===== config.mk =====
export PLATFORM = sky130hd
export DESIGN_NAME = scsi_dev_resp
export DESIGN_NICKNAME = d
export VERILOG_FILES = /design/src/rtl/scsi_dev_resp.sv
export SDC_FILE = /design/constraint.sdc
export NUM_CORES = 1
export LEC_CHECK = 0
export CORE_MARGIN = 2
export CORE_UTILIZATION = 60
export CTS_BUF_LIST = sky130_fd_sc_hd__clkbuf_2
export CTS_CLUSTER_DIAMETER = 40
export CTS_CLUSTER_SIZE = 24
export DETAILED_ROUTE_END_ITERATION = 8
export GPL_TIMING_DRIVEN = 1
export HOLD_SLACK_MARGIN = 0.15
export PLACE_DENSITY = 0.77
export SYNTH_ARGS = -nofsm -noshare
export SYNTH_HDL_FRONTEND = slang
export SYNTH_SLANG_ARGS = --single-unit

===== constraint.sdc =====
create_clock -name CPUCLK -period 4.1 [get_ports CPUCLK]
set_input_delay 0.41 -clock CPUCLK [delete_from_list [all_inputs] [get_ports CPUCLK]]
set_output_delay 0.41 -clock CPUCLK [all_outputs]
set_load 0.05 [all_outputs]

===== src/rtl/scsi_dev_resp.sv =====
// SCSI device-side responder: indirect register file, one-byte-per-DACK DMA
// engine with gap timing, checksum on host writes and interrupt/status reporting.
module scsi_dev_resp #(
  parameter int unsigned DREQ_GAP = 2,
  parameter logic [7:0]  PAT_XOR  = 8'hA5
) (
  input  logic       CPUCLK,
  input  logic       RESET_,
  input  logic       CS_i,
  input  logic       RE_i,
  input  logic       WE_i,
  input  logic       DACK_i,
  input  logic       A0_i,
  input  logic [7:0] D_i,
  output logic [7:0] D_o,
  output logic       D_OE,
  output logic       DREQ_,
  output logic       INTRQ
);

  typedef enum logic [2:0] {IDLE, GAP, REQ, ACK, DONE} state_t;

  localparam logic [3:0] GAP_LAST = 4'(DREQ_GAP - 1);

  state_t      state, state_n;
  logic        cs_q, re_q, we_q, dack_q;
  logic        sel, sel_q, stb, cs_stb, dma_stb, conflict;
  logic        cs_wr, cs_rd, cmd_wr, abort, start, bad_cmd, stat_rd, done_entry;
  logic [4:0]  addr;
  logic [23:0] tc;
  logic [7:0]  idx, status, csum, rd_val;
  logic        dir;
  logic [3:0]  gap_cnt;
  logic [7:0]  mem [32];

  // A strobe is the first cycle a qualified read/write is seen.
  assign sel      = (RE_i | WE_i) & (CS_i | DACK_i);
  assign sel_q    = (re_q | we_q) & (cs_q | dack_q);
  assign stb      = sel & ~sel_q;
  assign cs_stb   = stb & CS_i;
  assign dma_stb  = stb & DACK_i & ~CS_i & (state == REQ);
  assign conflict = stb & CS_i & DACK_i;

  assign cs_wr   = cs_stb & WE_i;
  assign cs_rd   = cs_stb & RE_i & A0_i;
  assign cmd_wr  = cs_wr & A0_i & (addr == 5'h18);
  assign abort   = cmd_wr & (D_i == 8'h01);
  assign start   = cmd_wr & ((D_i == 8'h20) | (D_i == 8'h21)) & (state == IDLE);
  assign bad_cmd = cmd_wr & (D_i != 8'h01) & (D_i != 8'h20) & (D_i != 8'h21);
  assign stat_rd = cs_rd & (addr == 5'h17);

  assign D_OE  = RE_i & (CS_i | DACK_i);
  assign DREQ_ = (state != REQ);

  always_comb begin
    rd_val = mem[addr];
    case (addr)
      5'h12:   rd_val = tc[23:16];
      5'h13:   rd_val = tc[15:8];
      5'h14:   rd_val = tc[7:0];
      5'h17:   rd_val = status;
      5'h1A:   rd_val = csum;
      default: rd_val = mem[addr];
    endcase
  end

  always_comb begin
    D_o = '0;
    if (CS_i)        D_o = A0_i ? rd_val : {3'b000, addr};
    else if (DACK_i) D_o = idx ^ PAT_XOR;
  end

  always_ff @(posedge CPUCLK or negedge RESET_) begin
    if (!RESET_) state <= IDLE;
    else         state <= state_n;
  end

  always_comb begin
    state_n = state;
    case (state)
      IDLE: if (start) state_n = (tc == '0) ? DONE : GAP;
      GAP:  if (gap_cnt == GAP_LAST) state_n = REQ;
      REQ:  if (dma_stb) state_n = ACK;
      ACK:  if (!DACK_i) state_n = (tc == '0) ? DONE : GAP;
      DONE: state_n = IDLE;
      default: state_n = IDLE;
    endcase
    if (abort) state_n = IDLE;
    done_entry = (state_n == DONE) && (state != DONE);
  end

  always_ff @(posedge CPUCLK or negedge RESET_) begin
    if (!RESET_) begin
      {cs_q, re_q, we_q, dack_q} <= '0;
      addr    <= '0;
      tc      <= '0;
      idx     <= '0;
      status  <= '0;
      csum    <= '0;
      dir     <= 1'b0;
      gap_cnt <= '0;
      INTRQ   <= 1'b0;
      for (int unsigned i = 0; i < 32; i++) mem[i] <= '0;
    end else begin
      cs_q    <= CS_i;
      re_q    <= RE_i;
      we_q    <= WE_i;
      dack_q  <= DACK_i;
      gap_cnt <= (state == GAP) ? gap_cnt + 4'd1 : '0;

      if (cs_wr && !A0_i) addr <= D_i[4:0];
      if (cs_stb && A0_i) begin
        if (WE_i) begin
          case (addr)
            5'h12:        tc[23:16] <= D_i;
            5'h13:        tc[15:8]  <= D_i;
            5'h14:        tc[7:0]   <= D_i;
            5'h17, 5'h1A: ;
            default:      mem[addr] <= D_i;
          endcase
        end
        if (addr != 5'h17 && addr != 5'h18) addr <= addr + 5'd1;
      end

      if (start) begin
        idx  <= '0;
        csum <= '0;
        dir  <= D_i[0];
      end
      if (dma_stb) begin
        if (tc != '0) tc <= tc - 24'd1;
        idx <= idx + 8'd1;
        if (dir && WE_i) csum <= csum + D_i;
      end

      if (stat_rd)    INTRQ <= 1'b0;
      if (bad_cmd)    begin status <= 8'h42; INTRQ <= 1'b1; end
      if (abort)      begin status <= 8'h22; INTRQ <= 1'b1; end
      if (done_entry) begin status <= 8'h16; INTRQ <= 1'b1; end
      // Flag a lost DMA byte on top of whatever status this cycle produced.
      if (conflict)   status[7] <= 1'b1;
    end
  end

endmodule


[Word level (Yosys, flattened, before mapping)]
Cells that the tools add are included.
Operators by class
  $lt $le $gt $ge: 2
  mux-type cells: 41
  equality and inequality tests: 21
  reduce and logical (&&, ||, !) cells: 16
  add/subtract/negate cells: 5
  bitwise logic cells: 31
Operators by type and width (number)
  bitwise mux 256 bit: 1
  two-way mux 8 bit: 17
  two-way mux 24 bit: 4
  binary-select mux 8 bit (select 5 bit): 1
  demux 8 bit (select 5 bit): 1
  one-hot mux 8 bit (5 select lines): 1
  == test 5 bit, second input constant: 6
  logical NOT 24 bit: 1
  nonzero test 24 bit: 1
  subtractor 24 x 1 -> 24 bit, second input constant: 1
  bitwise AND 1 bit: 21
  two-way mux 3 bit: 6
  == test 8 x 6 -> 1 bit, second input constant: 2
  != test 8 x 6 -> 1 bit, second input constant: 2
  two-way mux 5 bit: 3
  one-hot mux 3 bit (4 select lines): 1
  != test 5 bit, second input constant: 2
  adder 8 x 1 -> 8 bit, second input constant: 1
  adder 8 bit: 1
  == test 8 x 1 -> 1 bit, second input constant: 1
  != test 8 x 1 -> 1 bit, second input constant: 1
  nonzero test 4 bit: 2
  == test 3 x 2 -> 1 bit, second input constant: 2
  >= comparator 6 bit, second input constant: 1
  other kinds (21): 36
Word-level totals
  bits of input ports: 15
  output and inout bits: 11
  bits in registers: 322

[Longest topological paths before layout]
  word-level depth: 17
  depth in mapped cells: 13
  depth with buffers taken out: 9

[Worst setup path after synthesis]
OpenSTA, ideal clock, no wires.
  kind: flip-flop to output port
  start point: register addr[0]
  end point: output port D_o[4]
  arrival time: 3.405 ns
  data required time: 3.690 ns
  cell stages (with the launch flop): 13
  slack: 0.285 ns
  path buffers: 5
  path through: dfrtp_1 buf_2 buf_2 buf_2 buf_2 inv_1 ha_1 a21oi_1 o22ai_1 and2_1 clkbuf_1 a31o_2 a32oi_1
On the way
  longest elaborated chain between the ends: 7
  elaborated cells between the ends (all ways): 12
  those cells by class: 5 x eq/ne; 6 x mux; 1 x bitwise
RTL lines
  start, declared: RTL line 29  | logic [4:0] addr;
  start signal, assigned: RTL line 111  | if (cs_wr && !A0_i) addr <= D_i[4:0];
  start signal, assigned: RTL line 122  | if (addr != 5'h17 && addr != 5'h18) addr <= addr + 5'd1;
  NOT 5 -> 6 bit (not written as such): RTL line 63  | default: rd_val = mem[addr];
  binary-select mux 8 bit (select 5 bit): RTL line 63
  two-way mux 8 bit (not written as such) (2 in a row): RTL line 63
  one-hot mux 8 bit (5 select lines) (*): RTL line 57  | case (addr)
  two-way mux 8 bit (*) (2 in a row): RTL line 69  | if (CS_i) D_o = A0_i ? rd_val : {3'b000, addr};
  end, declared: RTL line 15  | output logic [7:0] D_o,
Mark *: on every way between the ends. The rest lies on a longest branch, timed or not. The select of a mux whose other input is x is not followed.

[Worst setup path in the final report]
  start point: register addr[0]
  end point: output port D_o[1]
Same word-level chain as after synthesis.

==> run summary <==
Slew margin rel. = 35.2%
Run status = finished, final reports clean
DR WL met2 = 18.4 mm
Num CTS Buffers = 42
Synth cell types = 83
Clock sink count = 319
Power density cells = 480 nW/um2
H-tree levels = 2
CORE AREA = 25800 um2
CP Data Required Time = 3.69 ns
Via count = 10509
Nets@finish = 1293
Post-synth ARST share = 100%
Die width = 166 um
Crit path top cell by count = buf_12
Worst-path clk slew = 0.18 ns
Multi-input gate area = 7130 um2
Synthesis warning total = 0
Post-synth top flop = dfrtp_1
Vias per cell = 6.46
Type of origin of the critical path = register
Clk_skew = 0.0706 ns
Average size of a mapped cell = 12.3 um2
Total grt overflow = 0
EDFF count, synth = 0
Cell leakage power = 7.68 nW
DP Wirelength = 26.7 mm
Slew Limit Fails = 0
Die ar. = 27400 um2
Worst-path cell chain = buf_12 -> mux2i_1 -> o22ai_1 -> nor4_1 -> a41o_1 -> o211ai_1 -> buf_12
Min Tclk post-route = 3.98 ns
Crit path DAT = 3.57 ns
Slack of the worst reg-to-reg path = 1.20 ns
Core Util, Final = 64.6%
Max-cap violation count = 0
Worst vdd ir = 0.439 mV
Detail Route Antenna Nets = 0
RSZ-0062 raised after global routing = false
CP bufs+invs = 2
Worst R2R End = mem[85]
Fmax = 251 MHz
Initial antenna violation count = 2
Routed wl met3 = 3.13 mm
Worst Hold Class = in2async
Ports = 26
Die Span Y = 166 um
Wl on met1 = 16.8 mm
GP Congestion = 0.960
Fill cells = 1971
Vias in the first global route = 10368
Final setup TNS = 0 ns
Register area share after synthesis = 51.0%
Row cnt = 59
Highest fanout seen on the critical path = 50
Worst Max-Slew Pin Slew = 0.969 ns
Mapped Cells = 1276
Largest net degree at the start of global routing = 104
CTS Root Cell = clkbuf_2
R2R cell count = 6
Overall fraction of global-route tracks in use = 29.5%
Drc violations = 0
Sequential Area = 7990 um2
Max Used Layer = met4
Area grow syn2layout = 6.58%
Endpoints failing hold = 0
Mapped cell area = 15700 um2
Critical path type = reg2out
Setup crit end kind = output port
Delay-heaviest family, CP = compound AO/OA/AOI/OAI gates
Clk Latency, worst-skew pair = 0.92 ns
Clk buf depth = 3
1st-iter DRT viols = 1101
Critical-path cell with the highest stage delay = nor4_1
TritonCTS clock tree = done
Worst r2r src = addr[3]
First-pass DRT Iterations = 8
Tcrit/Tclk final = 97.0%
Worst path max stage delay = 0.51 ns
Global-route wire length before repair = 60.7 mm
Syn Nets = 1308
Final setup vio count = 0
Initial Util = 60.6%
Share of layout cells above drive strength 1 = 31.7%
Wire per inst = 24.2 um
Seq cells post-synth = 319
Final WL = 39.4 mm
Port bufs = 25
-- where the power goes --
part	switching (mW)	total, mW	internal [mW]
clock network	1.21	1.66	0.450
logic	1.33	2.36	1.03
registers	0.408	3.99	3.58
total	2.95	8.01	5.06
-- state kept, by name, indices dropped and copies added, names as in the netlist --
signal / count
cs_q: 1
gap_cnt: 4
csum: 8
idx: 8
INTRQ: 1
dack_q: 1
dir: 1
re_q: 1
tc: 24
we_q: 1
status: 5
mem: 256
addr: 5
state: 3
-- layout by cell type (no fill, tap or decap), types with 16 or more instances in the layout --
master,Yosys,final
nor3_1,20,19
o22ai_1,31,31
buf_4,1,20
nor2_2,23,23
nand2_1,55,55
mux4_2,33,33
dfrtp_1,319,315
a21oi_1,18,18
ha_1,16,16
mux2_2,220,220
inv_1,24,24
nor2_1,65,65
clkbuf_2,0,48
o21ai_0,33,33
clkdlybuf4s50_1,0,16
mux2i_1,73,73
nand3_1,22,22
-- what timing repair did --
action,CTS,global route
resized for setup,2,5
setup endpoints to repair,2,4
hold buffers,4,0
cloned,0,0
hold endpoints to repair,264,0
buffers inserted,0,1
-- logic make-up after synthesis --
kind of cell / count (synthesis) / share of synthesized area, %
xor+xnor: 8 / 0.447
compound gates: 192 / 8.84
flops: 319 / 51.0
fa+ha+maj: 17 / 1.41
buf+inv: 136 / 3.60
simple gates: 276 / 9.36
mux: 328 / 25.4
-- worst max path at each step --
stage             from  endpoint  slack [ns]  depth (start not counted)
6_report       addr[0]    D_o[1]        0.12                          7
5_1_grt        addr[0]    D_o[0]        0.04                          7
4_1_cts        addr[1]    D_o[4]        0.03                          9
3_5_place_dp   addr[1]    D_o[2]        0.78                          8
3_3_place_gp      CS_i    tc[15]        0.82                          6
2_1_floorplan  addr[0]    D_o[4]        0.28                         12
-- final cells by class --
type	instances	area share, %
diodes	2	0.0300
clock buffers	48	1.44
clock inverters	26	1.25
inverters	24	0.540
multi-input cells	821	42.7
flip-flops and latches	319	47.9
well taps	335	2.51
repair buffers	53	3.63
-- synthesized netlist by cell type, drive strengths merged, types with 19 or more instances --
master | n | share of area [%]
clkbuf | 84 | 2.0
o22ai | 31 | 1.2
nor2 | 88 | 2.5
mux2 | 222 | 16
a21oi | 19 | 0.63
nor3 | 25 | 1.0
mux2i | 73 | 4.7
inv | 24 | 0.58
buf | 28 | 1.0
o21ai | 43 | 1.4
mux4 | 33 | 4.7
dfrtp | 319 | 51
nand3 | 22 | 0.70
nand2 | 59 | 1.5
-- layer usage --
| metal | vias to the layer above | global-route usage (%) |
|---|---|---|
| met4 | 0 | 8.54 |
| met3 | 70 | 7.14 |
| met1 | 5361 | 41.4 |
| met2 | 424 | 46.2 |
| met5 | - | 0 |
| li1 | 4654 | - |
-- per-stage QoR --
stage | setup WS [ns] | hold slack, ns | total power, mW | area (um2) | std cells
floorplan | 0.285 | 0.114 | 5.58 | 15700 | 1276
global placement | 0.818 | 0.360 | 6.30 | 16200 | 1547
detailed placement | 0.777 | 0.363 | 6.36 | 16200 | 1547
CTS | 0.0306 | 0.174 | 8.00 | 16700 | 1625
global route | 0.0352 | 0.210 | 8.38 | 16700 | 1627
finish | 0.122 | 0.176 | 8.01 | 16700 | 1628
(Power assumes the default switching activity.)
